<file path="config.mk">
export PLATFORM = sky130hd
export DESIGN_NAME = dvi_timing
export DESIGN_NICKNAME = d
export VERILOG_FILES = /design/src/rtl/dvi_timing_pkg.sv /design/src/rtl/dvi_timing_axis.sv /design/src/rtl/dvi_timing.sv
export SDC_FILE = /design/constraint.sdc
export NUM_CORES = 1
export LEC_CHECK = 0
export CAP_MARGIN = 10
export CORE_MARGIN = 4
export CORE_UTILIZATION = 55
export DETAILED_ROUTE_END_ITERATION = 16
export PLACE_DENSITY_LB_ADDON = 0.2
export SYNTH_ARGS = -nofsm -noshare
export SYNTH_HDL_FRONTEND = slang
export SYNTH_SLANG_ARGS = --single-unit
</file>
<file path="constraint.sdc">
create_clock -name clk -period 5.9 [get_ports clk]
set_input_delay 0.59 -clock clk [delete_from_list [all_inputs] [get_ports clk]]
set_output_delay 0.59 -clock clk [all_outputs]
set_load 0.03 [all_outputs]
</file>
<file path="src/rtl/dvi_timing_pkg.sv">
// -----------------------------------------------------------------------------
// dvi_timing_pkg
// Shared definitions for the DVI raster timing generator:
//   - phase_e      : per-axis phase encoding (SYNC=0, BACK=1, ACTIVE=2, FRONT=3)
//   - C_*_BIT      : bit positions of hsync/vsync in the TMDS blue-channel
//                    control symbol c[1:0]
//   - next_phase() : phase successor, SYNC -> BACK -> ACTIVE -> FRONT -> SYNC
// -----------------------------------------------------------------------------
package dvi_timing_pkg;

    typedef enum logic [1:0] {
        PH_SYNC   = 2'd0,
        PH_BACK   = 2'd1,
        PH_ACTIVE = 2'd2,
        PH_FRONT  = 2'd3
    } phase_e;

    // TMDS control symbol mapping on the blue channel.
    localparam int C_HSYNC_BIT = 0;
    localparam int C_VSYNC_BIT = 1;

    function automatic phase_e next_phase(input phase_e ph);
        case (ph)
            PH_SYNC:   return PH_BACK;
            PH_BACK:   return PH_ACTIVE;
            PH_ACTIVE: return PH_FRONT;
            default:   return PH_SYNC;
        endcase
    endfunction

endpackage

</file>
<file path="src/rtl/dvi_timing_axis.sv">
// -----------------------------------------------------------------------------
// dvi_timing_axis
// One raster axis: a 4-phase state machine with a down-counter that holds the
// remaining length of the current phase. Used once for the horizontal axis
// (pixels) and once for the vertical axis (lines).
//
// Ports:
//   clk            in   pixel clock
//   rst            in   synchronous reset, active-high (SYNC, count = SYNC_LEN-1)
//   step           in   advance one position on this axis
//   state          out  current phase
//   last_in_phase  out  last position of FRONT (the next step wraps the axis)
//   at_phase_end   out  last position of the current phase (counter == 0)
//   at_phase_start out  first position of the current phase
// -----------------------------------------------------------------------------
module dvi_timing_axis
    import dvi_timing_pkg::*;
#(
    parameter int unsigned SYNC_LEN   = 96,
    parameter int unsigned BACK_LEN   = 48,
    parameter int unsigned ACTIVE_LEN = 640,
    parameter int unsigned FRONT_LEN  = 16,
    parameter int          W_CTR      = 12
) (
    input  logic   clk,
    input  logic   rst,
    input  logic   step,
    output phase_e state,
    output logic   last_in_phase,
    output logic   at_phase_end,
    output logic   at_phase_start
);

    logic [W_CTR-1:0] count;

    // Counter value loaded on entry to a phase: its length minus one.
    function automatic logic [W_CTR-1:0] phase_reload(input phase_e ph);
        case (ph)
            PH_SYNC:   return W_CTR'(SYNC_LEN - 1);
            PH_BACK:   return W_CTR'(BACK_LEN - 1);
            PH_ACTIVE: return W_CTR'(ACTIVE_LEN - 1);
            default:   return W_CTR'(FRONT_LEN - 1);
        endcase
    endfunction

    // NOTE: state and counter are clocked registers, so they take non-blocking
    // assignments; the reset branch sits inside the clocked block because this
    // reset is synchronous, and it outranks step.
    always_ff @(posedge clk) begin
        if (rst) begin
            state <= PH_SYNC;
            count <= phase_reload(PH_SYNC);
        end else if (step) begin
            if (count == '0) begin
                // Phase exhausted: move on and reload, so the counter never wraps.
                state <= next_phase(state);
                count <= phase_reload(next_phase(state));
            end else begin
                count <= count - 1'b1;
            end
        end
    end

    assign at_phase_end   = (count == '0);
    assign at_phase_start = (count == phase_reload(state));
    assign last_in_phase  = at_phase_end && (state == PH_FRONT);

endmodule

</file>
<file path="src/rtl/dvi_timing.sv">
// -----------------------------------------------------------------------------
// dvi_timing
// Raster timing generator feeding the TMDS encoder. A horizontal axis steps on
// every enabled clock; the vertical axis steps when the horizontal axis wraps
// out of FRONT, so vsync edges line up with hsync leading edges. All outputs
// are decoded from the axis state registers only, so en/rst never reach an
// output combinationally and a stalled (en=0) generator holds every output.
//
// Ports:
//   clk    in   pixel clock (same as the TMDS encoder)
//   rst    in   synchronous reset, active-high, priority over en
//   en     in   clock enable for pixel-clock dividers
//   hsync  out  horizontal sync, equal to H_SYNC_POLARITY while asserted
//   vsync  out  vertical sync, equal to V_SYNC_POLARITY while asserted
//   den    out  active video, drives encoder den
//   rdy    out  den will be high on the next enabled cycle
//   sof    out  first den cycle of a frame
//   eol    out  last den cycle of a line
// -----------------------------------------------------------------------------
module dvi_timing
    import dvi_timing_pkg::*;
#(
    parameter logic H_SYNC_POLARITY = 1'b0,
    parameter int   H_FRONT_PORCH   = 16,
    parameter int   H_SYNC_WIDTH    = 96,
    parameter int   H_BACK_PORCH    = 48,
    parameter int   H_ACTIVE_PIXELS = 640,
    parameter logic V_SYNC_POLARITY = 1'b0,
    parameter int   V_FRONT_PORCH   = 10,
    parameter int   V_SYNC_WIDTH    = 2,
    parameter int   V_BACK_PORCH    = 33,
    parameter int   V_ACTIVE_LINES  = 480,
    parameter int   W_CTR           = 12
) (
    input  logic clk,
    input  logic rst,
    input  logic en,
    output logic hsync,
    output logic vsync,
    output logic den,
    output logic rdy,
    output logic sof,
    output logic eol
);

    phase_e     h_state, v_state;
    logic       h_wrap, h_end, h_start;
    logic       v_wrap, v_end, v_start;
    logic       v_step;
    logic [1:0] ctrl;

    // The vertical axis moves exactly when the horizontal axis leaves FRONT.
    assign v_step = en & h_wrap;

    dvi_timing_axis #(
        .SYNC_LEN   (H_SYNC_WIDTH),
        .BACK_LEN   (H_BACK_PORCH),
        .ACTIVE_LEN (H_ACTIVE_PIXELS),
        .FRONT_LEN  (H_FRONT_PORCH),
        .W_CTR      (W_CTR)
    ) u_h_axis (
        .clk            (clk),
        .rst            (rst),
        .step           (en),
        .state          (h_state),
        .last_in_phase  (h_wrap),
        .at_phase_end   (h_end),
        .at_phase_start (h_start)
    );

    dvi_timing_axis #(
        .SYNC_LEN   (V_SYNC_WIDTH),
        .BACK_LEN   (V_BACK_PORCH),
        .ACTIVE_LEN (V_ACTIVE_LINES),
        .FRONT_LEN  (V_FRONT_PORCH),
        .W_CTR      (W_CTR)
    ) u_v_axis (
        .clk            (clk),
        .rst            (rst),
        .step           (v_step),
        .state          (v_state),
        .last_in_phase  (v_wrap),
        .at_phase_end   (v_end),
        .at_phase_start (v_start)
    );

    // Frame wrap and end-of-line-phase on the vertical axis have no consumer here.
    logic unused_v;
    assign unused_v = v_wrap ^ v_end;

    // Control symbol as presented to the encoder's blue channel.
    assign ctrl[C_HSYNC_BIT] = (h_state == PH_SYNC) ? H_SYNC_POLARITY : ~H_SYNC_POLARITY;
    assign ctrl[C_VSYNC_BIT] = (v_state == PH_SYNC) ? V_SYNC_POLARITY : ~V_SYNC_POLARITY;

    assign hsync = ctrl[C_HSYNC_BIT];
    assign vsync = ctrl[C_VSYNC_BIT];

    assign den = (h_state == PH_ACTIVE) && (v_state == PH_ACTIVE);

    // Next step reaches active video: either BACK is on its last pixel, or
    // ACTIVE still has pixels left after this one.
    assign rdy = (v_state == PH_ACTIVE) &&
                 (((h_state == PH_BACK)   &&  h_end) ||
                  ((h_state == PH_ACTIVE) && !h_end));

    assign sof = den && h_start && v_start;
    assign eol = den && h_end;

endmodule
</file>
==> key figures, run 1 <==
Yosys
  – Post-synth top cells: dfxtp_1 (28), nor2_1 (18), inv_1 (17)
  – Number of library cell types mapped by synthesis: 55
  – Largest cells by area after synthesis: dfxtp_1 (29%), ha_1 (8.4%), a21oi_1 (3.9%), nor2_1 (3.5%), inv_1 (3.3%)
  – Top cell type's share of synthesized area: 29.00%
  – Cells after Synth: 237
  – Sequential share of the synthesized area: 29.00%
  – Dominant cell type by area after synthesis: dfxtp_1
  – Register bit total from synthesis: 28
  – Mean Syn Cell Area: 8.157 µm²
  – Count leader, synth: dfxtp_1
  – Synth warn: 0
  – Asr flop ratio synth: 0%
  – Post-synth EDFFs: 0
  – Most used flip-flop cell after synthesis: dfxtp_1
  – Syn_nets: 253
  – Cell Area, Synth: 1933 µm²

Setup path
  – CP Capture Type: primary output
  – Required @ worst endpoint: 5.31 ns
  – CP max FO: 5
  – Worst Path Arrival: 3.11 ns
  – Critical path type: reg -> out
  – Startpoint Class: register

CTS
  – CTS H-tree depth: 1
  – Post-CTS Setup Repair Bufs: 0
  – Sink Count: 28
  – CTS tree: yes
  – Worst skew pair latency: 0.35 ns
  – Root buf cell: clkbuf_4
  – Clock Tree Buf Depth: 2
  – Clock-pin slew on the worst setup and hold paths: 0.16 ns
  – Cts bufs inserted: 3
  – CTS Hold Bufs: 0
  – PostCTS Resize Cnt: 0

Hold path
  – Worst hold path class: reg -> reg

Route
  – Avg WL per Cell: 15.83 µm
  – Vias/cell: 6.184
  – Routed Antenna Nets: 0
  – 1st-iter DRT viols: 94
  – Pre-antenna DRT Iters: 4
  – Routed wire length: 4464 µm
  – DRC: 0
  – DR vias: 1744

Timing
  – Rel. slew slack: 51.47%
  – Minimum clock period: 3.703 ns
  – Hold Vio Cnt, Final: 0
  – Worst-margin pin slew: 0.7213 ns
  – Post-Route Setup TNS: 0 ns
  – RSZ-0062 raised after global routing: false
  – Fmax: 0.2701 GHz
  – Max-slew violation count: 0
  – Setup violation total in the final timing report: 0
  – Final worst-path setup slack: 2.198 ns
  – Fraction of the cycle the final worst path needs: 62.75%
  – Final Skew: 0.007184 ns

Power and ir drop
  – Max VDD drop: 74.63 µV
  – Power Dens Cells: 146.0 nW/µm²
  – Switch share: 25.04%
  – LEAKAGE: 0.7222 nW
  – Clock network fraction of total power: 29.0%
  – Total power: 0.0002944 W
  – Sequential power share: 65.7%
  – Internal Pwr Total: 0.0002207 W
  – Gate power share: 5.3%
  – Total net switching power: 0.00007370 W

Die
  – # IOs: 9
  – Core Region: 3363 µm²
  – Die Y: 67.29 µm
  – Num rows: 21
  – Initial core utilization: 57.48%
  – Die Area: 4527 µm²
  – Die width: 67.29 µm

GRT
  – GRT overflow: 0
  – Antenna violations before repair: 0
  – Total GRT Usage: 22.64%
  – Vias in the first global route: 1619
  – Largest net degree at the start of global routing: 21
  – First-pass GRT wire length: 7845 µm

Final layout
  – Fin nets: 254
  – Antenna diodes: 0
  – Fill cells: 358
  – Synth-to-layout area growth: 4.272%
  – Finished Cell Area: 2016 µm²
  – Layout cells sized above 1: 5.932%
  – Util after Layout: 59.93%

Job
  – Max-cap violations: 0

Placement
  – DP Area: 1993 µm²
  – Post-placement setup slack: 2.643 ns
  – Post-DP HPWL: 3148 µm
  – Routability cong.: 0.8572
  – Port bufs: 8

Status
  – Outcome: finished, final reports clean
-- path summary, 6_finish.rpt --
kind | start | end | slack [ns] | cells past startpoint
min reg2reg | u_v_axis.state[1] | u_v_axis.state[1] | 0.51 | 2
max | u_h_axis.state[0] | sof | 2.20 | 6
max reg2reg | u_h_axis.count[0] | u_v_axis.count[8] | 3.49 | 6
min | u_v_axis.state[1] | u_v_axis.state[1] | 0.51 | 2
-- kinds of logic after synthesis --
kind of cell | count (synthesis) | synth area share [%]
XOR/XNOR | 9 | 4.077
adder cells (fa/ha/maj) | 13 | 8.414
AND/OR/NAND/NOR | 101 | 30.36
AO/OA/AOI/OAI | 48 | 16.57
buffers and inverters | 31 | 7.896
multiplexers | 7 | 3.689
flip-flops | 28 | 29.00
-- power by group through the flow --
| stage | clock, W | sequential [W] | combinational, W |
|---|---|---|---|
| final | 0.0000853 | 0.000194 | 0.0000155 |
| after detailed placement | 0 | 0.000198 | 0.0000151 |
| after floorplan | 0 | 0.000196 | 0.0000106 |
| after global placement | 0 | 0.000197 | 0.0000148 |
| after CTS | 0.0000866 | 0.000193 | 0.0000153 |
| after global routing | 0.0000917 | 0.000194 | 0.0000178 |
-- layout make-up --
class                   instances  area, µm²  area share (%)
clock buffers                   3      22.52           1.117
inverters                      18      67.56           3.352
multi-input cells             178       1220           60.52
flip-flops and latches         28      560.5           27.81
well taps                      46      57.56           2.855
repair buffers                  9      87.58           4.345
-- worst max-delay path: stages, from the launching register on --
cell	delay [ns]
dfxtp_1	0.44
inv_1	0.10
ha_1	0.35
xor2_1	0.19
or4_1	0.51
nor4_1	0.43
clkdlybuf4s50_1	0.75
-- flip-flops by register name, summed over array words and instances, names as in the netlist --
signal          flops
u_h_axis.count     12
u_v_axis.state      2
u_v_axis.count     12
u_h_axis.state      2
-- routing by layer --
metal / vias up / track usage [%] / routed length (µm)
met5: - / 0 / 0
met2: 50 / 32.88 / 1985
met1: 820 / 33.64 / 2186
met3: 5 / 3.494 / 235
li1: 869 / - / -
met4: 0 / 7.848 / 57
-- through the flow --
| step | cells | hold slack [ns] |
|---|---|---|
| after global routing | 282 | 0.5499 |
| after floorplan | 237 | 0.4662 |
| final | 282 | 0.5115 |
| after global placement | 279 | 0.4838 |
| after CTS | 282 | 0.5125 |
| after detailed placement | 279 | 0.4908 |
-- placed cells by master, fill, tap and decap left out, drive strengths merged, types with 5 or more instances in the layout --
cell type      Yosys  final
a21oi             15     15
ha                13     13
dfxtp             28     28
nand2             15     15
o21ai              8      8
nand3              7      7
nor4              11     11
nand4              6      6
clkdlybuf4s50      0      8
mux2i              6      6
nor2              18     18
xor2               5      5
and2               6      6
inv               17     17
nor3               9      9
(Power assumes the default switching activity.)
==> run 2: changes to the inputs <==
--- a/config.mk
+++ b/config.mk
@@ -7,7 +7,7 @@
 export LEC_CHECK = 0
 export CAP_MARGIN = 10
 export CORE_MARGIN = 4
-export CORE_UTILIZATION = 55
+export CORE_UTILIZATION = 54
 export DETAILED_ROUTE_END_ITERATION = 16
 export PLACE_DENSITY_LB_ADDON = 0.2
 export SYNTH_ARGS = -nofsm -noshare
==> constraint.sdc (replaced) <==
create_clock -name clk -period 3 [get_ports clk]
set_input_delay 0.3 -clock clk [delete_from_list [all_inputs] [get_ports clk]]
set_output_delay 0.3 -clock clk [all_outputs]
set_load 0.03 [all_outputs]
==> run 2 against run 1 <==
Against the previous run: register-to-register slack worse by 2.7 ns; critical endpoint unchanged; clock skew fell by 0.0035 ns; sequential power is 96% higher; largest cell class unchanged; worst setup slack worse by 2.0 ns; flip-flop and latch count did not move; count of clock-buffer cells in the layout stayed put.
==> key figures, run 2 (synthesized netlist as in run 1, its figures left out) <==
Final layout
  – Synth-to-layout area growth: 6.537%
  – Post-Layout Cell Count: 288
  – Fin nets: 260
  – Layout cells sized above 1: 8.264%
  – Finished Cell Area: 2059 µm²
  – Fill cells: 319
  – Highest-count cells in the layout ignoring fill and taps: dfxtp_1 (28), nor2_1 (18), inv_1 (17)
  – Commonest non-fill, non-tap cell in the layout: dfxtp_1
  – Top Registers: u_h_axis.count (12), u_v_axis.count (12)
  – Antenna diodes: 0

Status
  – Outcome: finished, final reports clean

CTS
  – Post-CTS Setup Repair Bufs: 0
  – Clock-pin slew on the worst setup and hold paths: 0.15 ns
  – Worst skew pair latency: 0.34 ns
  – CTS H-tree depth: 1
  – Clock Tree Buf Depth: 2
  – Sink Count: 28
  – PostCTS Resize Cnt: 1
  – Root buf cell: clkbuf_4
  – CTS tree: yes
  – Cts bufs inserted: 3
  – CTS Hold Bufs: 0

Setup path
  – Required @ worst endpoint: 2.70 ns
  – Critical R2R Launch: u_v_axis.count[0]
  – Critical path type: reg -> out
  – Startpoint Class: register
  – CP Capture Type: primary output
  – Worst r2r dst: u_v_axis.count[1]
  – Reg2Reg Setup Slack: 0.83 ns
  – CP max FO: 3
  – Worst Path Arrival: 2.52 ns
  – Worst r2r path cells: 6

GRT
  – M3 GR Usage: 2.627%
  – Vias in the first global route: 1546
  – Antenna violations before repair: 0
  – GRT busiest layer: met1
  – Total GRT Usage: 21.07%
  – First-pass GRT wire length: 7410 µm
  – GRT overflow: 0
  – GR Util met2: 30.01%
  – Largest net degree at the start of global routing: 21
  – Met1 Use GR: 32.86%

Job
  – Max-cap violations: 0

Route
  – 1st-iter DRT viols: 115
  – DRC: 0
  – Routed wire length: 4446 µm
  – DR vias: 1723
  – Pre-antenna DRT Iters: 4
  – Avg WL per Cell: 15.44 µm
  – Vias/cell: 5.983
  – Routed Antenna Nets: 0

Timing
  – Setup violation total in the final timing report: 0
  – Fraction of the cycle the final worst path needs: 94.10%
  – Hold Vio Cnt, Final: 0
  – Minimum clock period: 2.823 ns
  – RSZ-0062 raised after global routing: false
  – Rel. slew slack: 61.45%
  – Worst-margin pin slew: 0.5730 ns
  – Fmax: 0.3542 GHz
  – Final Skew: 0.003689 ns
  – Max-slew violation count: 0
  – Post-Route Setup TNS: 0 ns

Hold path
  – Hold Path Sink: u_v_axis.state[1]
  – Hold depth: 2
  – Worst hold path class: reg -> reg
  – Hold wc startpoint: u_v_axis.state[1]

Die
  – Die Y: 67.83 µm
  – Die Area: 4601 µm²
  – Core Region: 3390 µm²
  – Die width: 67.83 µm
  – # IOs: 9
  – Num rows: 21
  – Initial core utilization: 57.03%

Placement
  – Port bufs: 8
  – DP Area: 2038 µm²
  – Placed insts: 285
  – Post-DP HPWL: 3191 µm
  – Routability cong.: 0.8646

Power and ir drop
  – LEAKAGE: 0.7579 nW
  – Total power: 0.0005735 W
  – Max VDD drop: 140.5 µV
  – Power Dens Cells: 278.5 nW/µm²
-- run 2: where the power goes --
part | leakage (nW) | total [W] | internal (W) | switching [W]
combinational | 0.518 | 0.0000314 | 0.0000125 | 0.0000189
sequential | 0.226 | 0.000380 | 0.000375 | 0.00000500
clock | 0.0138 | 0.000162 | 0.0000474 | 0.000115
total | 0.758 | 0.000574 | 0.000435 | 0.000139
-- run 2: metal layers --
layer	share of wire (%)	wire, µm	vias up
met1	52	2315	808
met3	4.0	178	5
met2	43	1900	35
met5	0	0	-
met4	1.1	51	0
li1	-	-	875
-- run 2: final cells by class --
| class | count | area, µm² | area share (%) |
|---|---|---|---|
| inverter | 18 | 67.56 | 3.281 |
| timing repair buffer | 15 | 131.4 | 6.379 |
| clock buffer | 3 | 22.52 | 1.094 |
| sequential | 28 | 560.5 | 27.22 |
| multi-input combinational | 178 | 1220 | 59.23 |
| tap | 46 | 57.56 | 2.795 |
-- run 2: how the worst max path moves through the flow --
| stage | from | to | depth (start not counted) |
|---|---|---|---|
| after floorplan | u_h_axis.state[0] | sof | 5 |
| after global placement | u_h_axis.state[1] | sof | 6 |
| after detailed placement | u_h_axis.state[1] | sof | 6 |
| after CTS | u_h_axis.state[1] | sof | 6 |
| after global routing | u_h_axis.state[1] | sof | 6 |
| final | u_h_axis.state[1] | sof | 6 |
-- run 2: critical path, cell delays in order (launching register included) --
cell and delay (ns):
dfxtp_1 0.38, inv_1 0.08, ha_1 0.34, xor2_1 0.17
or4_1 0.50, nor4_1 0.28, dlygate4sd2_1 0.43
-- run 2: metrics by stage --
stage	hold slack, ns	worst slack (ns)	utilization, %
2_1_floorplan	0.4662	0.2523	-
3_3_place_gp	0.4837	0.2870	60.13
3_5_place_dp	0.4917	0.2457	60.13
4_1_cts	0.5130	0.1544	60.76
5_1_grt	0.5444	0.02722	60.76
6_report	0.5083	0.1770	60.76
